$ cat src/rtl/trap_pkg.sv
// Shared trap definitions for the interrupt arbiter.
// Holds the FSM state type, the source index constants (bit positions in
// the {mei, msi, mti} vectors) and the mcause code of each source.
// Helpers pick the highest-priority eligible source and map a source
// index to its cause code.
package trap_pkg;

  typedef enum logic [1:0] {
    ST_IDLE    = 2'd0,
    ST_REQ     = 2'd1,
    ST_HANDLER = 2'd2
  } irq_state_e;

  localparam logic [1:0] SRC_MTI = 2'd0;
  localparam logic [1:0] SRC_MSI = 2'd1;
  localparam logic [1:0] SRC_MEI = 2'd2;

  localparam logic [31:0] CAUSE_MEI = {1'b1, 31'd11};
  localparam logic [31:0] CAUSE_MSI = {1'b1, 31'd3};
  localparam logic [31:0] CAUSE_MTI = {1'b1, 31'd7};

  // Fixed priority MEI > MSI > MTI; caller guarantees elig != 0.
  function automatic logic [1:0] pick_winner(input logic [2:0] elig);
    if (elig[SRC_MEI])      return SRC_MEI;
    else if (elig[SRC_MSI]) return SRC_MSI;
    else                    return SRC_MTI;
  endfunction

  function automatic logic [31:0] cause_of(input logic [1:0] idx);
    case (idx)
      SRC_MEI: return CAUSE_MEI;
      SRC_MSI: return CAUSE_MSI;
      default: return CAUSE_MTI;
    endcase
  endfunction

endpackage

$ cat src/rtl/irq_arbiter_if.sv
// Trap handshake between the interrupt arbiter and the exception unit.
//   irq_req    : arbiter requests a trap
//   irq_cause  : mcause value of the granted source
//   in_handler : an interrupt handler is running
//   trap_ack   : one-cycle pulse, core has begun the trap
//   XB_bubble  : XB stage is empty (an ack is ignored while set)
//   mret       : one-cycle pulse, handler has returned
// master = arbiter side, slave = exception unit side.
interface irq_arbiter_if;

  logic        irq_req;
  logic [31:0] irq_cause;
  logic        in_handler;
  logic        trap_ack;
  logic        XB_bubble;
  logic        mret;

  modport master (
    output irq_req, irq_cause, in_handler,
    input  trap_ack, XB_bubble, mret
  );

  modport slave (
    input  irq_req, irq_cause, in_handler,
    output trap_ack, XB_bubble, mret
  );

endinterface

$ cat src/rtl/irq_edge_latch.sv
// Rising-edge detector and pending latch for one interrupt line.
//   clk, resetb : clock, synchronous active-low reset
//   src         : level interrupt line
//   clr         : clear request (accepted ack granting this source)
//   pend        : latched pending bit
// A set and a clear in the same cycle leave the bit set.
module irq_edge_latch (
  input  logic clk,
  input  logic resetb,
  input  logic src,
  input  logic clr,
  output logic pend
);

  logic armed_q, armed_d;
  logic line_q, line_d;
  logic pend_q, pend_d;
  logic rise;

  // armed_q masks the first cycle after reset so that a line already high
  // at release is only sampled, not treated as an edge.
  always_comb begin
    armed_d = 1'b1;
    line_d  = src;
    rise    = armed_q & src & ~line_q;
    pend_d  = pend_q;
    if (clr)  pend_d = 1'b0;
    if (rise) pend_d = 1'b1;
  end

  always_ff @(posedge clk) begin
    if (!resetb) begin
      armed_q <= 1'b0;
      line_q  <= 1'b0;
      pend_q  <= 1'b0;
    end else begin
      armed_q <= armed_d;
      line_q  <= line_d;
      pend_q  <= pend_d;
    end
  end

  assign pend = pend_q;

endmodule

$ cat src/rtl/irq_arbiter.sv
// Machine-mode interrupt arbiter.
// Latches rising edges of the external, software and timer interrupt
// lines, picks the highest-priority eligible source (MEI > MSI > MTI) and
// holds a trap request with a stable cause until the core accepts it, then
// blocks further requests until mret.
//   clk, resetb  : clock, synchronous active-low reset
//   src_meip/msip/mtip : level interrupt lines
//   en           : {meie, msie, mtie} from mie
//   gie          : mstatus.MIE
//   trap         : trap handshake (irq_req, irq_cause, in_handler,
//                  trap_ack, XB_bubble, mret)
//   pending      : latched {meip, msip, mtip} for mip reads
//   wait_cycles  : saturating count of cycles the current request waited
module irq_arbiter
  import trap_pkg::*;
#(
  parameter int unsigned WAIT_W = 8
) (
  input  logic              clk,
  input  logic              resetb,
  input  logic              src_meip,
  input  logic              src_msip,
  input  logic              src_mtip,
  input  logic [2:0]        en,
  input  logic              gie,
  irq_arbiter_if.master     trap,
  output logic [2:0]        pending,
  output logic [WAIT_W-1:0] wait_cycles
);

  irq_state_e        state_q, state_d;
  logic [31:0]       cause_q, cause_d;
  logic [1:0]        gnt_q, gnt_d;
  logic [WAIT_W-1:0] wait_q, wait_d;
  logic [2:0]        clr_vec;
  logic [2:0]        eligible;
  logic              accept;

  irq_edge_latch u_mei (
    .clk   (clk),
    .resetb(resetb),
    .src   (src_meip),
    .clr   (clr_vec[SRC_MEI]),
    .pend  (pending[SRC_MEI])
  );

  irq_edge_latch u_msi (
    .clk   (clk),
    .resetb(resetb),
    .src   (src_msip),
    .clr   (clr_vec[SRC_MSI]),
    .pend  (pending[SRC_MSI])
  );

  irq_edge_latch u_mti (
    .clk   (clk),
    .resetb(resetb),
    .src   (src_mtip),
    .clr   (clr_vec[SRC_MTI]),
    .pend  (pending[SRC_MTI])
  );

  assign eligible = pending & en;
  assign accept   = trap.trap_ack & ~trap.XB_bubble;

  always_comb begin
    state_d = state_q;
    cause_d = cause_q;
    gnt_d   = gnt_q;
    wait_d  = wait_q;
    clr_vec = '0;
    case (state_q)
      ST_IDLE: begin
        if (gie && (eligible != '0)) begin
          state_d = ST_REQ;
          gnt_d   = pick_winner(eligible);
          cause_d = cause_of(pick_winner(eligible));
          wait_d  = '0;
        end
      end
      ST_REQ: begin
        if (wait_q != '1) wait_d = wait_q + 1'b1;
        // Ack is checked first so it wins over a simultaneous withdraw.
        if (accept) begin
          state_d = ST_HANDLER;
          clr_vec = 3'b001 << gnt_q;
        end else if (!gie || !en[gnt_q]) begin
          state_d = ST_IDLE;
        end
      end
      ST_HANDLER: begin
        if (trap.mret) state_d = ST_IDLE;
      end
      default: state_d = ST_IDLE;
    endcase
  end

  always_ff @(posedge clk) begin
    if (!resetb) begin
      state_q <= ST_IDLE;
      cause_q <= '0;
      gnt_q   <= SRC_MTI;
      wait_q  <= '0;
    end else begin
      state_q <= state_d;
      cause_q <= cause_d;
      gnt_q   <= gnt_d;
      wait_q  <= wait_d;
    end
  end

  assign trap.irq_req    = (state_q == ST_REQ);
  assign trap.in_handler = (state_q == ST_HANDLER);
  assign trap.irq_cause  = cause_q;
  assign wait_cycles     = wait_q;

endmodule

$ cat src/flat_wrapper.sv
// flat-port wrapper written by rule: the top's interface ports become plain ports
module irq_arbiter_flat import trap_pkg::*;
#(
  parameter int unsigned WAIT_W = 8
)
  (clk, resetb, src_meip, src_msip, src_mtip, en, gie, pending, wait_cycles, trap_irq_req, trap_irq_cause, trap_in_handler, trap_trap_ack, trap_XB_bubble, trap_mret);
  irq_arbiter_if trap_i ();
  input  logic clk;
  input  logic resetb;
  input  logic src_meip;
  input  logic src_msip;
  input  logic src_mtip;
  input  logic [2:0] en;
  input  logic gie;
  output logic [2:0] pending;
  output logic [WAIT_W-1:0] wait_cycles;
  output wire logic [$bits(trap_i.irq_req)-1:0] trap_irq_req;
  output wire logic [$bits(trap_i.irq_cause)-1:0] trap_irq_cause;
  output wire logic [$bits(trap_i.in_handler)-1:0] trap_in_handler;
  input wire logic [$bits(trap_i.trap_ack)-1:0] trap_trap_ack;
  input wire logic [$bits(trap_i.XB_bubble)-1:0] trap_XB_bubble;
  input wire logic [$bits(trap_i.mret)-1:0] trap_mret;
  assign trap_irq_req = trap_i.irq_req;
  assign trap_irq_cause = trap_i.irq_cause;
  assign trap_in_handler = trap_i.in_handler;
  assign trap_i.trap_ack = trap_trap_ack;
  assign trap_i.XB_bubble = trap_XB_bubble;
  assign trap_i.mret = trap_mret;
  irq_arbiter #(.WAIT_W(WAIT_W)) u_core (.clk(clk), .resetb(resetb), .src_meip(src_meip), .src_msip(src_msip), .src_mtip(src_mtip), .en(en), .gie(gie), .trap(trap_i), .pending(pending), .wait_cycles(wait_cycles));
endmodule
$ cat config.mk
export PLATFORM = sky130hd
export DESIGN_NAME = irq_arbiter_flat
export DESIGN_NICKNAME = d
export VERILOG_FILES = /design/src/rtl/trap_pkg.sv /design/src/rtl/irq_arbiter_if.sv /design/src/rtl/irq_edge_latch.sv /design/src/rtl/irq_arbiter.sv /design/src/flat_wrapper.sv
export SDC_FILE = /design/constraint.sdc
export NUM_CORES = 1
export LEC_CHECK = 0
export BUFFER_PORTS_ARGS = -buffer_cell sky130_fd_sc_hd__buf_2
export CAP_MARGIN = 25
export CELL_PAD_IN_SITES_DETAIL_PLACEMENT = 1
export CELL_PAD_IN_SITES_GLOBAL_PLACEMENT = 2
export CORE_MARGIN = 5
export CORE_UTILIZATION = 27
export CTS_BUF_LIST = sky130_fd_sc_hd__clkbuf_4 sky130_fd_sc_hd__clkbuf_8 sky130_fd_sc_hd__clkbuf_16
export DETAILED_ROUTE_END_ITERATION = 10
export PLACE_DENSITY_LB_ADDON = 0.1
export SLEW_MARGIN = 15
export SYNTH_ARGS = -nofsm -noshare
export SYNTH_HDL_FRONTEND = slang
export SYNTH_HIERARCHICAL = 1
export SYNTH_SLANG_ARGS = --single-unit
$ cat constraint.sdc
create_clock -name clk -period 2.5 [get_ports clk]
set_clock_uncertainty 0.05 [all_clocks]
set_input_delay 0.125 -clock clk [delete_from_list [all_inputs] [get_ports clk]]
set_output_delay 0.125 -clock clk [all_outputs]
set_load 0.01 [all_outputs]
==> results.yml <==
grt:
  grt-ovfl-total: 0
  antenna_found_initial: 0
  track_usage: 0.1029
  grt_pass1_wl_um: 5140
  grt_pass1_vias: 1055
  grt_max_degree: 19
sta:
  setup_tns_ns: 0
  rsz0062_at_grt: "false"
  final_hold_viol_count: 0
  worstMarginPinSlew_ns: 0.6700
  slew_violations: 0
  fmax_mhz: 563.4
  slew_headroom: 0.5522
  setup_viol: 0
  fin_crit_ns: 1.775
  min_period_over_period: 0.7100
floorplanning:
  dieWidth_um: 77.49
  die_h_um: 77.49
  io_pins: 57
  start_util: 0.2805
  coreArea_um2: 4384
  rows: 24
  die-area_um2: 6005
yosys:
  ys_ff_latch: 23
  syn_avg_cell_area_um2: 8.913
  synth_edf_count: 0
  synthFlopType: "dfxtp_1"
  synth_cell_type_count: 37
  synth-simple-area-share: 0.2503
  syn_inst: 138
  yosysSeqAreaShare: 0.3744
  synthMuxAreaShare: 0.04273
  yosys.area.top_type_share: 0.3744
  synthAdderAreaFrac: 0.01017
  yosys-top-cells-area: "dfxtp_1 37%, buf_4 19%, nand2_1 2.7%"
  yosysWarnings: 6
  synth_compound_area_frac: 0.1211
  synth_xor_area_frac: 0
  ys_async_sr_fraction: 0
  netlist_area_um2: 1230
  yosys.area.top_type: "dfxtp_1"
  synth_top_family_by_area: "simple AND/OR/NAND/NOR gates"
hold_path:
  whs_endpoint: "u_core/u_mti/line_q$_SDFF_PN0_"
  hold_class: "input port to register"
  min_from: "src_mtip"
  holdPathStages: 2
placement:
  dp_cells: 214
  routabilityCongestion: 0.7262
  io_buffer_count: 29
  hpwl_um: 2358
critical_path:
  path_cells: "a222oi_1 > or4b_1 > a32oi_1 > nor2_1"
  crit_path_end_kind: "register"
  cpLargestDelayFamily: "simple AND/OR/NAND/NOR gates"
  cp_slowest_cell: "or4b_1"
  regToRegStartpoint: "u_core/u_mei/pend$_SDFFE_PN0P_"
  ff2ff_setup_slack_ns: 0.73
  critPathBufInv: 0
  slowest_delay_ns: 0.67
  criticalPathCategory: "register to register"
  required_ns: 2.60
  crit_arrival_ns: 1.88
  reg2reg_to: "u_core/wait_cycles[3]$_SDFFE_PN0P_"
  r2r_cells: 4
  cp-start-kind: "register"
  cp_max_fo: 7
run_status:
  run_status: "completed"
power_and_ir_drop:
  p_leak_uw: 0.0005939
  power.density_nw_per_um2: 528.5
  irDropWorstVdd_uv: 187.6
finish:
  nets: 180
  syn_to_final_growth_pct: 9.868
  fillers: 538
  diodes: 0
  fin_cells: 218
  drive_gt1_frac: 0.2289
  final_cell_mix: "29 x buf_2, 27 x conb_1, 23 x dfxtp_1, 9 x nand2_1, 8 x nor2_1"
  final_common_cell: "buf_2"
cts:
  cts.repair.resized: 0
  clk_pin_slew_ns: 0.08
  clk-insertion-delay-late_ns: 0.26
  cts_made_buffers: 3
  postCtsSetupBuffers: 0
  clockBufferDepth: 2
  cts_hold_buf: 0
  clock-sinks: 23
  tritoncts: "built"
  htreeDepth: 1
  cts_root_buf: "clkbuf_8"
drt:
  first_pass_iters: 4
  route.detailed.drc: 0
  dr_total_vias: 1013
  totalWireLength_um: 3069
  wl_per_cell_um: 14.08
  vias_per_cell: 4.647
  drt_iter0_markers: 33
  ant_nets: 0
job:
  maxCapViolations: 0
power breakdown:
| part | internal, uW | switching, uW |
|---|---|---|
| logic | 29.1 | 61.2 |
| registers | 380 | 10.8 |
| clock network | 111 | 122 |
| total | 520 | 194 |
Yosys cell counts (2+ instances only):
cell	n
dfxtp_1	23
nor3b_1	2
o21ai_0	4
nand3_1	5
mux2i_1	3
nand3b_1	4
nand2_1	9
a31oi_1	3
nor3_1	2
nor2b_1	2
inv_1	2
nand2b_1	3
nor4_1	2
mux2_2	2
a21oi_1	4
buf_4	31
and2_1	3
nand4b_1	3
o21a_1	2
nor2_1	8
a32oi_1	2
nand4_1	4
routing by layer:
layer | track usage | share of wire | vias up | wire [um]
met4 | 0.03780 | 0.017 | 0 | 51
met1 | 0.1426 | 0.48 | 471 | 1461
met5 | 0 | 0 | - | 0
met2 | 0.1574 | 0.43 | 44 | 1332
met3 | 0.02083 | 0.073 | 4 | 224
li1 | - | - | 494 | -
layout make-up:
type	count	area, um2	area share
clock buffer	3	41.29	0.03056
clock inverter	1	5.005	0.003704
inverter	3	11.26	0.008333
multi-input combinational	107	623.1	0.4611
sequential	23	460.4	0.3407
tap	52	65.06	0.04815
timing repair buffer	29	145.1	0.1074
kinds of logic after synthesis:
kind of cell,after synthesis
other cells,1
fa+ha+maj,1
flops,23
buf+inv,34
simple gates,52
compound gates,22
mux,5
through the flow:
stage                     instance area (um2)  worst slack, ns  total power, uW  hold WS (ns)    util
after floorplan                          1328           0.9225            488.5        0.1027       -
after global placement                   1305           0.7315            487.8        0.2945  0.2977
after detailed placement                 1305           0.7429            489.5        0.2996  0.2977
after CTS                                1351           0.7150            730.1       0.01988  0.3082
after global routing                     1351           0.6030            756.8       0.02946  0.3082
final                                    1351           0.7251            714.1       0.02817  0.3082
flip-flops by register name, indices dropped and copies added, names as in the netlist:
register,cells
u_core/u_mei/pend,1
u_core/u_msi/armed_q,1
u_core/u_mti/line_q,1
u_core/u_mei/armed_q,1
u_core/state_q,2
u_core/gnt_q,1
u_core/u_msi/pend,1
u_core/u_mti/armed_q,1
u_core/trap.irq_cause,3
u_core/u_mti/pend,1
u_core/u_mei/line_q,1
u_core/u_msi/line_q,1
u_core/wait_cycles,8
how the worst max path moves through the flow:
stage	from	to	cells after the start
2_1_floorplan	u_core/u_mei/pend$_SDFFE_PN0P_	u_core/wait_cycles[2]$_SDFFE_PN0P_	5
3_3_place_gp	u_core/u_mei/pend$_SDFFE_PN0P_	u_core/wait_cycles[2]$_SDFFE_PN0P_	4
3_5_place_dp	u_core/u_mei/pend$_SDFFE_PN0P_	u_core/wait_cycles[3]$_SDFFE_PN0P_	4
4_1_cts	u_core/u_mei/pend$_SDFFE_PN0P_	u_core/wait_cycles[3]$_SDFFE_PN0P_	4
5_1_grt	u_core/wait_cycles[0]$_SDFFE_PN0P_	u_core/wait_cycles[0]$_SDFFE_PN0P_	5
6_report	u_core/u_mei/pend$_SDFFE_PN0P_	u_core/wait_cycles[3]$_SDFFE_PN0P_	4
No activity file was read; power rests on OpenSTA's default activity.
